### src/rtl/adc_spi_responder.sv
// SPI slave stand-in for a 12-bit serial ADC: queues parallel samples and serialises one per CS frame.
// Optional per-frame statistics outputs are enabled by defining ADC_RESP_STATS_EN.
module adc_spi_responder #(
  parameter int DATA_W      = 12,
  parameter int LEAD_ZEROS  = 4,
  parameter int DEPTH       = 4,
  parameter int SYNC_STAGES = 2
) (
  input  logic                     clk,
  input  logic                     rst,
  input  logic                     cs,
  input  logic                     sck,
  output logic                     sdo,
  output logic                     sdo_oe,
  input  logic [DATA_W-1:0]        s_data,
  input  logic                     s_valid,
  output logic                     s_ready,
  output logic [$clog2(DEPTH):0]   level,
  output logic                     frame_done,
  output logic                     underrun
`ifdef ADC_RESP_STATS_EN
  ,
  output logic [15:0]              frame_cnt,
  output logic [7:0]               abort_cnt
`endif
);

  localparam int FRAME_W = LEAD_ZEROS + DATA_W;
  localparam int CNT_W   = $clog2(FRAME_W);
  localparam int PTR_W   = $clog2(DEPTH);
  localparam int LEVEL_W = PTR_W + 1;

  typedef enum logic [1:0] {IDLE, SHIFT, DONE} state_t;

  // Input synchronisers; SYNC_STAGES must be at least 2.
  logic [SYNC_STAGES-1:0] cs_sync, sck_sync;
  logic                   cs_prev, sck_prev;
  logic                   cs_fall, cs_rise, sck_fall;

  always_ff @(posedge clk or negedge rst) begin
    if (!rst) begin
      cs_sync  <= '1;
      sck_sync <= '0;
      cs_prev  <= 1'b1;
      sck_prev <= 1'b0;
    end else begin
      // NOTE: clocked state always uses non-blocking assignments so every flop samples pre-edge values.
      cs_sync  <= {cs_sync[SYNC_STAGES-2:0], cs};
      sck_sync <= {sck_sync[SYNC_STAGES-2:0], sck};
      cs_prev  <= cs_sync[SYNC_STAGES-1];
      sck_prev <= sck_sync[SYNC_STAGES-1];
    end
  end

  assign cs_fall  =  cs_prev & ~cs_sync[SYNC_STAGES-1];
  assign cs_rise  = ~cs_prev &  cs_sync[SYNC_STAGES-1];
  assign sck_fall =  sck_prev & ~sck_sync[SYNC_STAGES-1];

  // Sample FIFO
  logic [DATA_W-1:0] mem [DEPTH];
  logic [PTR_W-1:0]  wr_ptr, rd_ptr;
  logic              push, pop, start, nonempty;
  logic [DATA_W-1:0] last_sample, head;
  state_t            state;

  assign nonempty = (level != '0);
  assign s_ready  = (level != LEVEL_W'(DEPTH));
  assign push     = s_valid & s_ready;
  assign start    = (state == IDLE) & cs_fall;
  assign pop      = start & nonempty;
  assign head     = nonempty ? mem[rd_ptr] : last_sample;

  // NOTE: storage array has no reset; occupancy is governed by the reset pointers and level alone.
  always_ff @(posedge clk) begin
    if (push) mem[wr_ptr] <= s_data;
  end

  always_ff @(posedge clk or negedge rst) begin
    if (!rst) begin
      wr_ptr <= '0;
      rd_ptr <= '0;
      level  <= '0;
    end else begin
      if (push) wr_ptr <= wr_ptr + 1'b1;
      if (pop)  rd_ptr <= rd_ptr + 1'b1;
      case ({push, pop})
        2'b10:   level <= level + 1'b1;
        2'b01:   level <= level - 1'b1;
        default: level <= level;
      endcase
    end
  end

  // Frame FSM with registered SDO and status pulses
  logic [FRAME_W-1:0] frame;
  logic [CNT_W-1:0]   bit_cnt;
  logic [FRAME_W-1:0] next_word;

  assign next_word = {{LEAD_ZEROS{1'b0}}, head};

  always_ff @(posedge clk or negedge rst) begin
    if (!rst) begin
      state       <= IDLE;
      frame       <= '0;
      bit_cnt     <= '0;
      last_sample <= '0;
      sdo         <= 1'b0;
      sdo_oe      <= 1'b0;
      frame_done  <= 1'b0;
      underrun    <= 1'b0;
`ifdef ADC_RESP_STATS_EN
      frame_cnt   <= '0;
      abort_cnt   <= '0;
`endif
    end else begin
      frame_done <= 1'b0;
      underrun   <= 1'b0;
      case (state)
        IDLE: begin
          // A coincident sck edge is deliberately ignored here.
          if (cs_fall) begin
            frame       <= next_word;
            last_sample <= head;
            underrun    <= ~nonempty;
            bit_cnt     <= CNT_W'(FRAME_W - 1);
            sdo         <= next_word[FRAME_W-1];
            sdo_oe      <= 1'b1;
            state       <= SHIFT;
          end
        end
        SHIFT: begin
          if (cs_rise) begin
            sdo    <= 1'b0;
            sdo_oe <= 1'b0;
            state  <= IDLE;
`ifdef ADC_RESP_STATS_EN
            if (abort_cnt != 8'hFF) abort_cnt <= abort_cnt + 1'b1;
`endif
          end else if (sck_fall) begin
            if (bit_cnt == '0) begin
              sdo        <= 1'b0;
              frame_done <= 1'b1;
              state      <= DONE;
`ifdef ADC_RESP_STATS_EN
              frame_cnt  <= frame_cnt + 1'b1;
`endif
            end else begin
              bit_cnt <= bit_cnt - 1'b1;
              sdo     <= frame[bit_cnt - 1'b1];
            end
          end
        end
        DONE: begin
          sdo <= 1'b0;
          if (cs_rise) begin
            sdo_oe <= 1'b0;
            state  <= IDLE;
          end
        end
        default: state <= IDLE;
      endcase
    end
  end

endmodule

### config.mk
export PLATFORM = sky130hd
export DESIGN_NAME = adc_spi_responder
export DESIGN_NICKNAME = d
export VERILOG_FILES = /design/src/rtl/adc_spi_responder.sv
export SDC_FILE = /design/constraint.sdc
export NUM_CORES = 1
export LEC_CHECK = 0
export ABC_AREA = 1
export ABC_CLOCK_PERIOD_IN_PS = 3000
export CORE_MARGIN = 8
export CORE_UTILIZATION = 50
export CTS_BUF_LIST = sky130_fd_sc_hd__clkbuf_4
export DETAILED_ROUTE_END_ITERATION = 6
export PLACE_DENSITY = 0.74
export SYNTH_ARGS = -nofsm -noshare
export SYNTH_HDL_FRONTEND = slang
export SYNTH_SLANG_ARGS = --single-unit
### constraint.sdc
create_clock -name clk -period 3 [get_ports clk]
set_input_delay 0.6 -clock clk [delete_from_list [all_inputs] [get_ports clk]]
set_output_delay 0.6 -clock clk [all_outputs]
set_load 0.01 [all_outputs]
Word level (Yosys, flattened, before mapping)
Memories as Yosys holds them, arrays and structs flattened. A register that Yosys moved wholly into a read port is not among the register bits. Cells that the tools add are included.

Output and inout port bits: 8. Memory bits (writable): 48. Register bits: 23. Word-level logic and storage cells: 87. Memories: 1.

Memories: mem (depth 4, bits a word 12, read ports 1, clocked after memory_dff 1, write ports 1, line 60) `logic [DATA_W-1:0] mem [DEPTH];`.

$add $sub $neg: 5. Reduce and logical (&&, ||, !) cells: 14. Equality and inequality tests: 13. Bitwise operators: 10. Multiplexer cells: 30. $lt $le $gt $ge: 1.

Operators with widths (count): $mux 4 (4); $mux 1 (15); $mux 2 (5); $ne 2x2->1 const B (5); $ne 3x3->1 const B (3); $reduce_and 3->1 (3); $pmux 4 s2 (1); $and 1x1->1 (6); $pmux 2 s3 (1); $pmux 3 s2 (1); $reduce_bool 2->1 (3); $reduce_bool 3->1 (2); $lt 4x5->1 const B (1); $reduce_and 5->1 (1); $add 2x1->2 const B (2); $bmux 1 s4 (1); $eq 2x1->1 const B (2); $eq 2x2->1 const B (2); $logic_not 4->1 (1); $not 1->1 (4); $reduce_and 4->1 (1); $sub 4x1->4 const B (1); $add 3x1->3 const B (1); $pmux 1 s3 (1); 6 further kinds (6).

Logic depth before layout (Yosys ltp)
Gate-level depths: netlist of run 1.

Depth after elaboration: 7. Mapped depth: 13.

Least setup slack after synthesis of run 1
Ideal clock, no wire load.

Kind: register -> register. From: register state[0]. To: register level[2]. Required time: 2.869 ns. Stages on the path, launching flop included: 14. Arrival time: 2.097 ns. Slack: 0.773 ns. Library setup time: 0.131 ns. Cell sequence: dfrtp_1 -> inv_1 -> ha_1 -> inv_2 -> nor2_4 -> nand2_4 -> inv_6 -> clkbuf_8 -> ha_1 -> inv_1 -> fa_1 -> a21oi_1 -> o21ai_0 -> xor2_1.

Word-level cells in the longest chain between the ends: 5. Elaborated cells between the ends (all ways): 7.

Ends and longest elaborated chain: start: declaration (line 64) `state_t state;`; start signal: assignment (line 103) `state <= IDLE;`; start signal: assignment (line 128) `state <= SHIFT;`; start signal: assignment (line 135) `state <= IDLE;`; $logic_not 2->1 * (line 69) `assign start = (state == IDLE) & cs_fall;`; $and 1x1->1 * (line 69); $and 1x1->1 * (line 70) `assign pop = start & nonempty;`; named net pop (line 62) `logic push, pop, start, nonempty;`; $eq 2x1->1 / $eq 2x2->1 (equally long branches) (line 86) `case ({push, pop})`; $pmux 3 s2 / $reduce_bool 2->1 (equally long branches); end signal: assignment (line 87) `2'b10: level <= level + 1'b1;`; end signal: assignment (line 88) `2'b01: level <= level - 1'b1;`; end signal: assignment (line 89) `default: level <= level;`; end: declaration (line 18) `output logic [$clog2(DEPTH):0] level,`.

The timed path passes the listed nets; every way through them passes the cells marked *. A chain may end at the register's enable or synchronous reset.

Final worst setup path of run 1
From: register state[1]. To: register level[2].

Word-level cells in the longest chain between the ends: 5. Elaborated cells between the ends (all ways): 7.

Ends and longest elaborated chain (line): $logic_not 2->1 * (69); $and 1x1->1 * (69); $and 1x1->1 * (70); $eq 2x1->1 / $eq 2x2->1 (equally long branches) (86); $pmux 3 s2 / $reduce_bool 2->1 (equally long branches).

Every way passes the cells marked *; elsewhere a longest branch is shown, timed or not.

==> qor.yml, run 1 <==
floorplan:
  initial_core_util_pct: 51.9
  pin_count: 25
  rows: 30
  core_um2: 6870
  die_w_um: 100
  dieArea_um2: 10100
  die_y_um: 100
clock_network:
  cts_root_buffer: "clkbuf_4"
  ctsHoldBuffers: 0
  clk_pin_slew_worst_paths_ns: 0.13
  cts-buffers-inserted: 9
  clockBufferDepth: 2
  cts_setup_buffers: 0
  cts_max_level: 3
  cts_resized: 0
  clock_sinks: 83
  cts_tree: "built"
  insertion_delay_ns: 0.42
setup_path:
  worstSetupEndpointType: "register"
  crit_required_ns: 3.32
  arrival_ns: 2.70
  cp_num_buf_inv: 4
  crit_fanout: 26
  worstPathCellList: "inv_1, ha_1, inv_2, nor2_4, nand2_4, inv_6, ha_1, inv_1, fa_1, a21oi_1, o21ai_0, xor2_1"
  cpMaxStageDelayCell: "dfrtp_1"
  max_stage_delay_ns: 0.42
  cp-start-kind: "register"
  critPathKind: "reg2reg"
  cpLargestDelayFamily: "adder cells"
sta:
  fmax_mhz: 420
  period_needed_ns: 2.38
  clock_skew_ns: 0.0136
  fin_crit_sh_pct: 79.4
  setup-tns-final_ns: 0
  drv_slew: 0
  setup-violations-final: 0
  hold_viol: 0
  worstMarginPinSlew_ns: 0.586
  rsz0062_at_grt: "no"
  slew_headroom_pct: 60.9
global_route:
  antenna_found_initial: 0
  grt_util_all_layers_pct: 13.1
  grt_pass1_wl_um: 10200
  overflow: 0
  grt_max_degree: 36
  grt_pass1_vias: 2176
power_and_ir_drop:
  ir_worst_vdd_v: 0.000464
  finalPower_mw: 3.49
  p_leak_nw: 1.57
  p_per_area_nw_per_um2: 874
route:
  routed_wl_um: 6100
  postRouteAntennaNets: 0
  vias: 2258
  wire_per_inst_um: 13.5
  firstDrtPassIters: 4
  post_drt_via_cell_ratio: 5.00
  remaining_drc_errors: 0
  drtIter0Drc: 152
cells_and_area:
  fin_util_pct: 58.2
  fillCellCount: 551
  multi_input_area_um2: 1040
  syn_to_final_growth_pct: 12.0
  finalNetCount: 378
  drive_gt1_share_pct: 11.8
  diodes: 0
  register_area_um2: 2320
placement:
  portBuffers: 24
  gp_congestion: 0.851
  place_hpwl_um: 4060
hold_path:
  hp-class: "reg2reg"
run:
  cap_violations: 0
yosys:
  yosys_warnings: 0
  yosysSeqAreaShare_pct: 65.1
  netlist_area_um2: 3570
  synth_seq_cells: 83
  syn_nets: 347
  ys_types: 33
  synthCells: 320
  synth_area_per_cell_um2: 11.1
status:
  outcome: "completed"
## sequential cells by signal, summed over array words and instances, names as in the netlist
register    flops
bit_cnt         4
cs_prev         1
cs_sync         2
frame          12
frame_done      1
level           3
mem            48
rd_ptr          2
sck_prev        1
sck_sync        2
sdo             1
sdo_oe          1
state           2
underrun        1
wr_ptr          2
## synth_stat cells
master / n / area share, %
nor2_1: 72 / 7.6
edfxtp_1: 48 / 40
dfrtp_1: 32 / 22
nand2_1: 30 / 3.2
o21ai_0: 29 / 4.1
inv_1: 24 / 2.5
nand3_1: 19 / 2.7
a21oi_1: 10 / 1.4
ha_1: 9 / 3.2
a31oi_1: 6 / 1.1
a31oi_2: 6 / 2.1
inv_2: 5 / 0.53
dfstp_2: 3 / 2.2
xor2_1: 3 / 0.74
buf_4: 2 / 0.42
buf_6: 2 / 0.63
clkbuf_2: 2 / 0.28
nand2_2: 2 / 0.35
nor2_4: 2 / 0.63
a2bb2oi_1: 1 / 0.25
buf_12: 1 / 0.56
buf_2: 1 / 0.14
clkbuf_1: 1 / 0.11
clkbuf_8: 1 / 0.39
fa_1: 1 / 0.56
inv_6: 1 / 0.25
nand2_4: 1 / 0.32
nand3b_1: 1 / 0.21
nand4_1: 1 / 0.18
nor2_2: 1 / 0.18
nor3_1: 1 / 0.14
o21ai_1: 1 / 0.14
xnor2_1: 1 / 0.25
## kinds of logic after synthesis
| family | Yosys count | synth area share [%] |
|---|---|---|
| adders and majority gates | 10 | 3.72 |
| and+or+nand+nor | 130 | 15.4 |
| xor gates and xnor gates | 4 | 0.982 |
| DFF | 83 | 65.1 |
| AOI/OAI and AO/OA | 53 | 9.01 |
| buffers and inverters | 40 | 5.82 |
## per-layer routing
| metal | wire length [µm] | GRT usage [%] | up-vias |
|---|---|---|---|
| met5 | 0 | 0 | - |
| met4 | 102 | 5.81 | 0 |
| met1 | 2640 | 15.1 | 1058 |
| li1 | - | - | 1134 |
| met3 | 330 | 3.87 | 9 |
| met2 | 3030 | 22.0 | 57 |
## worst paths after layout
path                       cells after the start          to  slack [ns]       start
max reg2reg                                   12    level[2]        0.62    state[1]
max                                           12    level[2]        0.62    state[1]
min in group asynchronous                      2    level[1]        0.56         rst
max in group asynchronous                      2     cs_prev        2.09         rst
min                                            0  cs_sync[1]        0.37  cs_sync[0]
min reg2reg                                    0  cs_sync[1]        0.37  cs_sync[0]
## per-stage QoR
| stage | cell area, µm² | instances | worst slack, ns | hold slack (ns) |
|---|---|---|---|---|
| 3_3_place_gp | 3880 | 436 | 0.655 | 0.336 |
| 6_report | 4000 | 452 | 0.618 | 0.371 |
| 2_1_floorplan | 3570 | 320 | 0.773 | 0.304 |
| 4_1_cts | 4000 | 452 | 0.577 | 0.367 |
| 5_1_grt | 4000 | 452 | 0.403 | 0.377 |
| 3_5_place_dp | 3880 | 436 | 0.547 | 0.337 |
## cells in the final DEF (no fill, tap or decap), types with 2 or more instances in the layout
| cell type | n |
|---|---|
| inv_6 | 3 |
| o21ai_0 | 29 |
| edfxtp_1 | 48 |
| nand3_1 | 19 |
| nand2_1 | 30 |
| nor2_4 | 2 |
| dfstp_2 | 3 |
| a31oi_2 | 6 |
| nand2_2 | 2 |
| inv_2 | 5 |
| dfrtp_1 | 32 |
| ha_1 | 9 |
| xor2_1 | 3 |
| a21oi_1 | 10 |
| inv_1 | 24 |
| a31oi_1 | 6 |
| clkdlybuf4s50_1 | 24 |
| buf_4 | 6 |
| nor2_1 | 72 |
| clkbuf_4 | 10 |
## power by group
part	switching (mW)	total, mW	internal, mW
Clock	0.371	0.550	0.179
Combinational	0.786	1.26	0.478
Sequential	0.165	1.68	1.51
## worst reg2reg max path, cell delays in order, from the launching register on
cell	delay, ns
dfrtp_1	0.42
inv_1	0.09
ha_1	0.23
inv_2	0.07
nor2_4	0.15
nand2_4	0.08
inv_6	0.18
ha_1	0.18
inv_1	0.06
fa_1	0.38
a21oi_1	0.16
o21ai_0	0.13
xor2_1	0.15
## area by class of cell
cell class | instances | area share (%)
flip-flops and latches | 83 | 58.1
multi-input cells | 197 | 26.0
inverters | 30 | 2.94
well taps | 96 | 3.01
clock inverters | 6 | 0.971
clock buffers | 10 | 1.88
repair buffers | 30 | 7.14
(Power assumes the default switching activity.)
==> run 2: changes to the inputs <==
--- a/config.mk
+++ b/config.mk
@@ -6,7 +6,7 @@
 export NUM_CORES = 1
 export LEC_CHECK = 0
 export ABC_AREA = 1
-export ABC_CLOCK_PERIOD_IN_PS = 3000
+export ABC_CLOCK_PERIOD_IN_PS = 2500
 export CORE_MARGIN = 8
 export CORE_UTILIZATION = 50
 export CTS_BUF_LIST = sky130_fd_sc_hd__clkbuf_4
==> constraint.sdc (replaced) <==
create_clock -name clk -period 2.5 [get_ports clk]
set_input_delay 0.5 -clock clk [delete_from_list [all_inputs] [get_ports clk]]
set_output_delay 0.5 -clock clk [all_outputs]
set_load 0.01 [all_outputs]
==> run 2 against run 1 <==
Effect of this change:
- fmax up 6.3%
- clock power up 37%
- utilization up 0.62 points
- routed wire length up 2.0%
- non-clock buffer count up 2
- combinational power up 22%
- critical path depth unchanged
- setup slack worse by 0.36 ns
- sequential power up 20%
- cell count up 0.44%
- clock skew down 0.0036 ns
- largest power group unchanged
==> qor.yml, run 2 (synthesis results as in run 1) <==
status:
  outcome: "completed"
route:
  drtIter0Drc: 95
  top_layer_used: "met4"
  dr_wl_met3_um: 338
  routed_wl_um: 6220
  remaining_drc_errors: 0
  post_drt_via_cell_ratio: 4.96
  wire_per_inst_um: 13.7
  wl_met1_um: 2770
  vias: 2253
  dr_wl_met2_um: 3060
  postRouteAntennaNets: 0
  firstDrtPassIters: 5
floorplan:
  rows: 30
  core_um2: 6870
  initial_core_util_pct: 51.9
  die_y_um: 100
  pin_count: 25
  die_w_um: 100
  dieArea_um2: 10100
hold_path:
  hold_path_end: "cs_sync[1]"
  holdPathStages: 0
  hp-class: "reg2reg"
  hold_start: "cs_sync[0]"
clock_network:
  cts_resized: 0
  cts_root_buffer: "clkbuf_4"
  cts_setup_buffers: 0
  cts_max_level: 3
  insertion_delay_ns: 0.42
  cts_tree: "built"
  cts-buffers-inserted: 9
  ctsHoldBuffers: 0
  clockBufferDepth: 2
  clock_sinks: 83
  clk_pin_slew_worst_paths_ns: 0.13
setup_path:
  r2r_start: "state[1]"
  r2r_end: "level[2]"
  ff2ff_setup_slack_ns: 0.26
  critPathKind: "reg2reg"
  reg2regPathDepth: 12
  crit_required_ns: 2.81
  worstSetupEndpointType: "register"
  cp-start-kind: "register"
  crit_fanout: 5
  arrival_ns: 2.55
cells_and_area:
  drive_gt1_share_pct: 12.6
  reg_top3: "mem (48), frame (12), bit_cnt (4)"
  diodes: 0
  largest_reg_flops: 48
  regMostFlops: "mem"
  final_cell_mix: "nor2_1, edfxtp_1, dfrtp_1, nand2_1, o21ai_0"
  finalNetCount: 380
  fin_util_pct: 58.8
  final_common_cell: "nor2_1"
  syn_to_final_growth_pct: 13.2
global_route:
  grt_max_degree: 36
  grt_util_all_layers_pct: 13.5
  overflow: 0
  grt_pass1_wl_um: 10400
  grt_pass1_vias: 2202
  antenna_found_initial: 0
power_and_ir_drop:
  ir_worst_vdd_v: 0.000511
  finalPower_mw: 4.31
  p_per_area_nw_per_um2: 1070
  p_leak_nw: 1.59
sta:
  fin_crit_sh_pct: 89.7
  setup-violations-final: 0
  setup-tns-final_ns: 0
  drv_slew: 0
  rsz0062_at_grt: "no"
  fmax_mhz: 446
  clock_skew_ns: 0.0100
  worstMarginPinSlew_ns: 0.611
  hold_viol: 0
  period_needed_ns: 2.24
  slew_headroom_pct: 59.2
placement:
  gp_congestion: 0.812
  portBuffers: 24
  place_hpwl_um: 4090
run:
  cap_violations: 0
-- run 2: cell types whose count changed in the layout (fill, tap and decap cells not counted), sizes merged --
cell | previous run | this run
bufinv | 0 | 1
buf | 6 | 8
clkbuf | 10 | 9
clkinv | 2 | 3
clkinvlp | 2 | 1
-- run 2: metrics by stage --
stage / hold slack [ns] / instance area [µm²] / instances / setup WS (ns)
after floorplan: 0.204 / 3570 / 320 / 0.273
after global placement: 0.336 / 3900 / 438 / 0.427
after detailed placement: 0.351 / 3900 / 438 / 0.275
after CTS: 0.373 / 4040 / 454 / 0.248
after global routing: 0.377 / 4040 / 454 / 0.00798
final: 0.370 / 4040 / 454 / 0.258
-- run 2: final cells by class --
cell class	count	area (µm²)
Fill cell	570	2830
Sequential cell	83	2320
Multi-Input combinational cell	197	1040
Timing Repair Buffer	32	300
Tap cell	96	120
Inverter	30	118
Clock inverter	7	73.8
Clock buffer	9	67.6
-- run 2: worst max-delay path: stages, from the launching register on --
cell	delay [ns]
dfrtp_1	0.42
inv_1	0.10
ha_1	0.24
inv_2	0.07
nor2_4	0.16
nand2_4	0.08
inv_6	0.05
ha_1	0.13
inv_1	0.08
fa_1	0.39
a21oi_1	0.14
o21ai_0	0.12
xor2_1	0.15
-- run 2: layer usage --
layer | track usage, % | up-vias
li1 | - | 1146
met5 | 0 | -
met4 | 4.30 | 0
met1 | 15.8 | 1060
met2 | 22.2 | 43
met3 | 5.11 | 4
-- run 2: worst max-delay path by stage --
stage / startpoint / slack [ns] / cells past startpoint / endpoint
after global routing: state[0] / 0.008 / 12 / level[2]
final: state[1] / 0.26 / 12 / level[2]
after floorplan: state[0] / 0.27 / 13 / level[2]
after global placement: s_valid / 0.43 / 8 / level[2]
after detailed placement: state[1] / 0.27 / 12 / level[2]
after CTS: state[1] / 0.25 / 12 / level[2]
-- run 2: power by group --
part | switching, mW | leakage (nW) | total [mW] | internal (mW)
logic | 0.953 | 0.680 | 1.54 | 0.585
clock network | 0.445 | 0.0767 | 0.755 | 0.310
registers | 0.205 | 0.838 | 2.02 | 1.82
total | 1.60 | 1.59 | 4.31 | 2.71
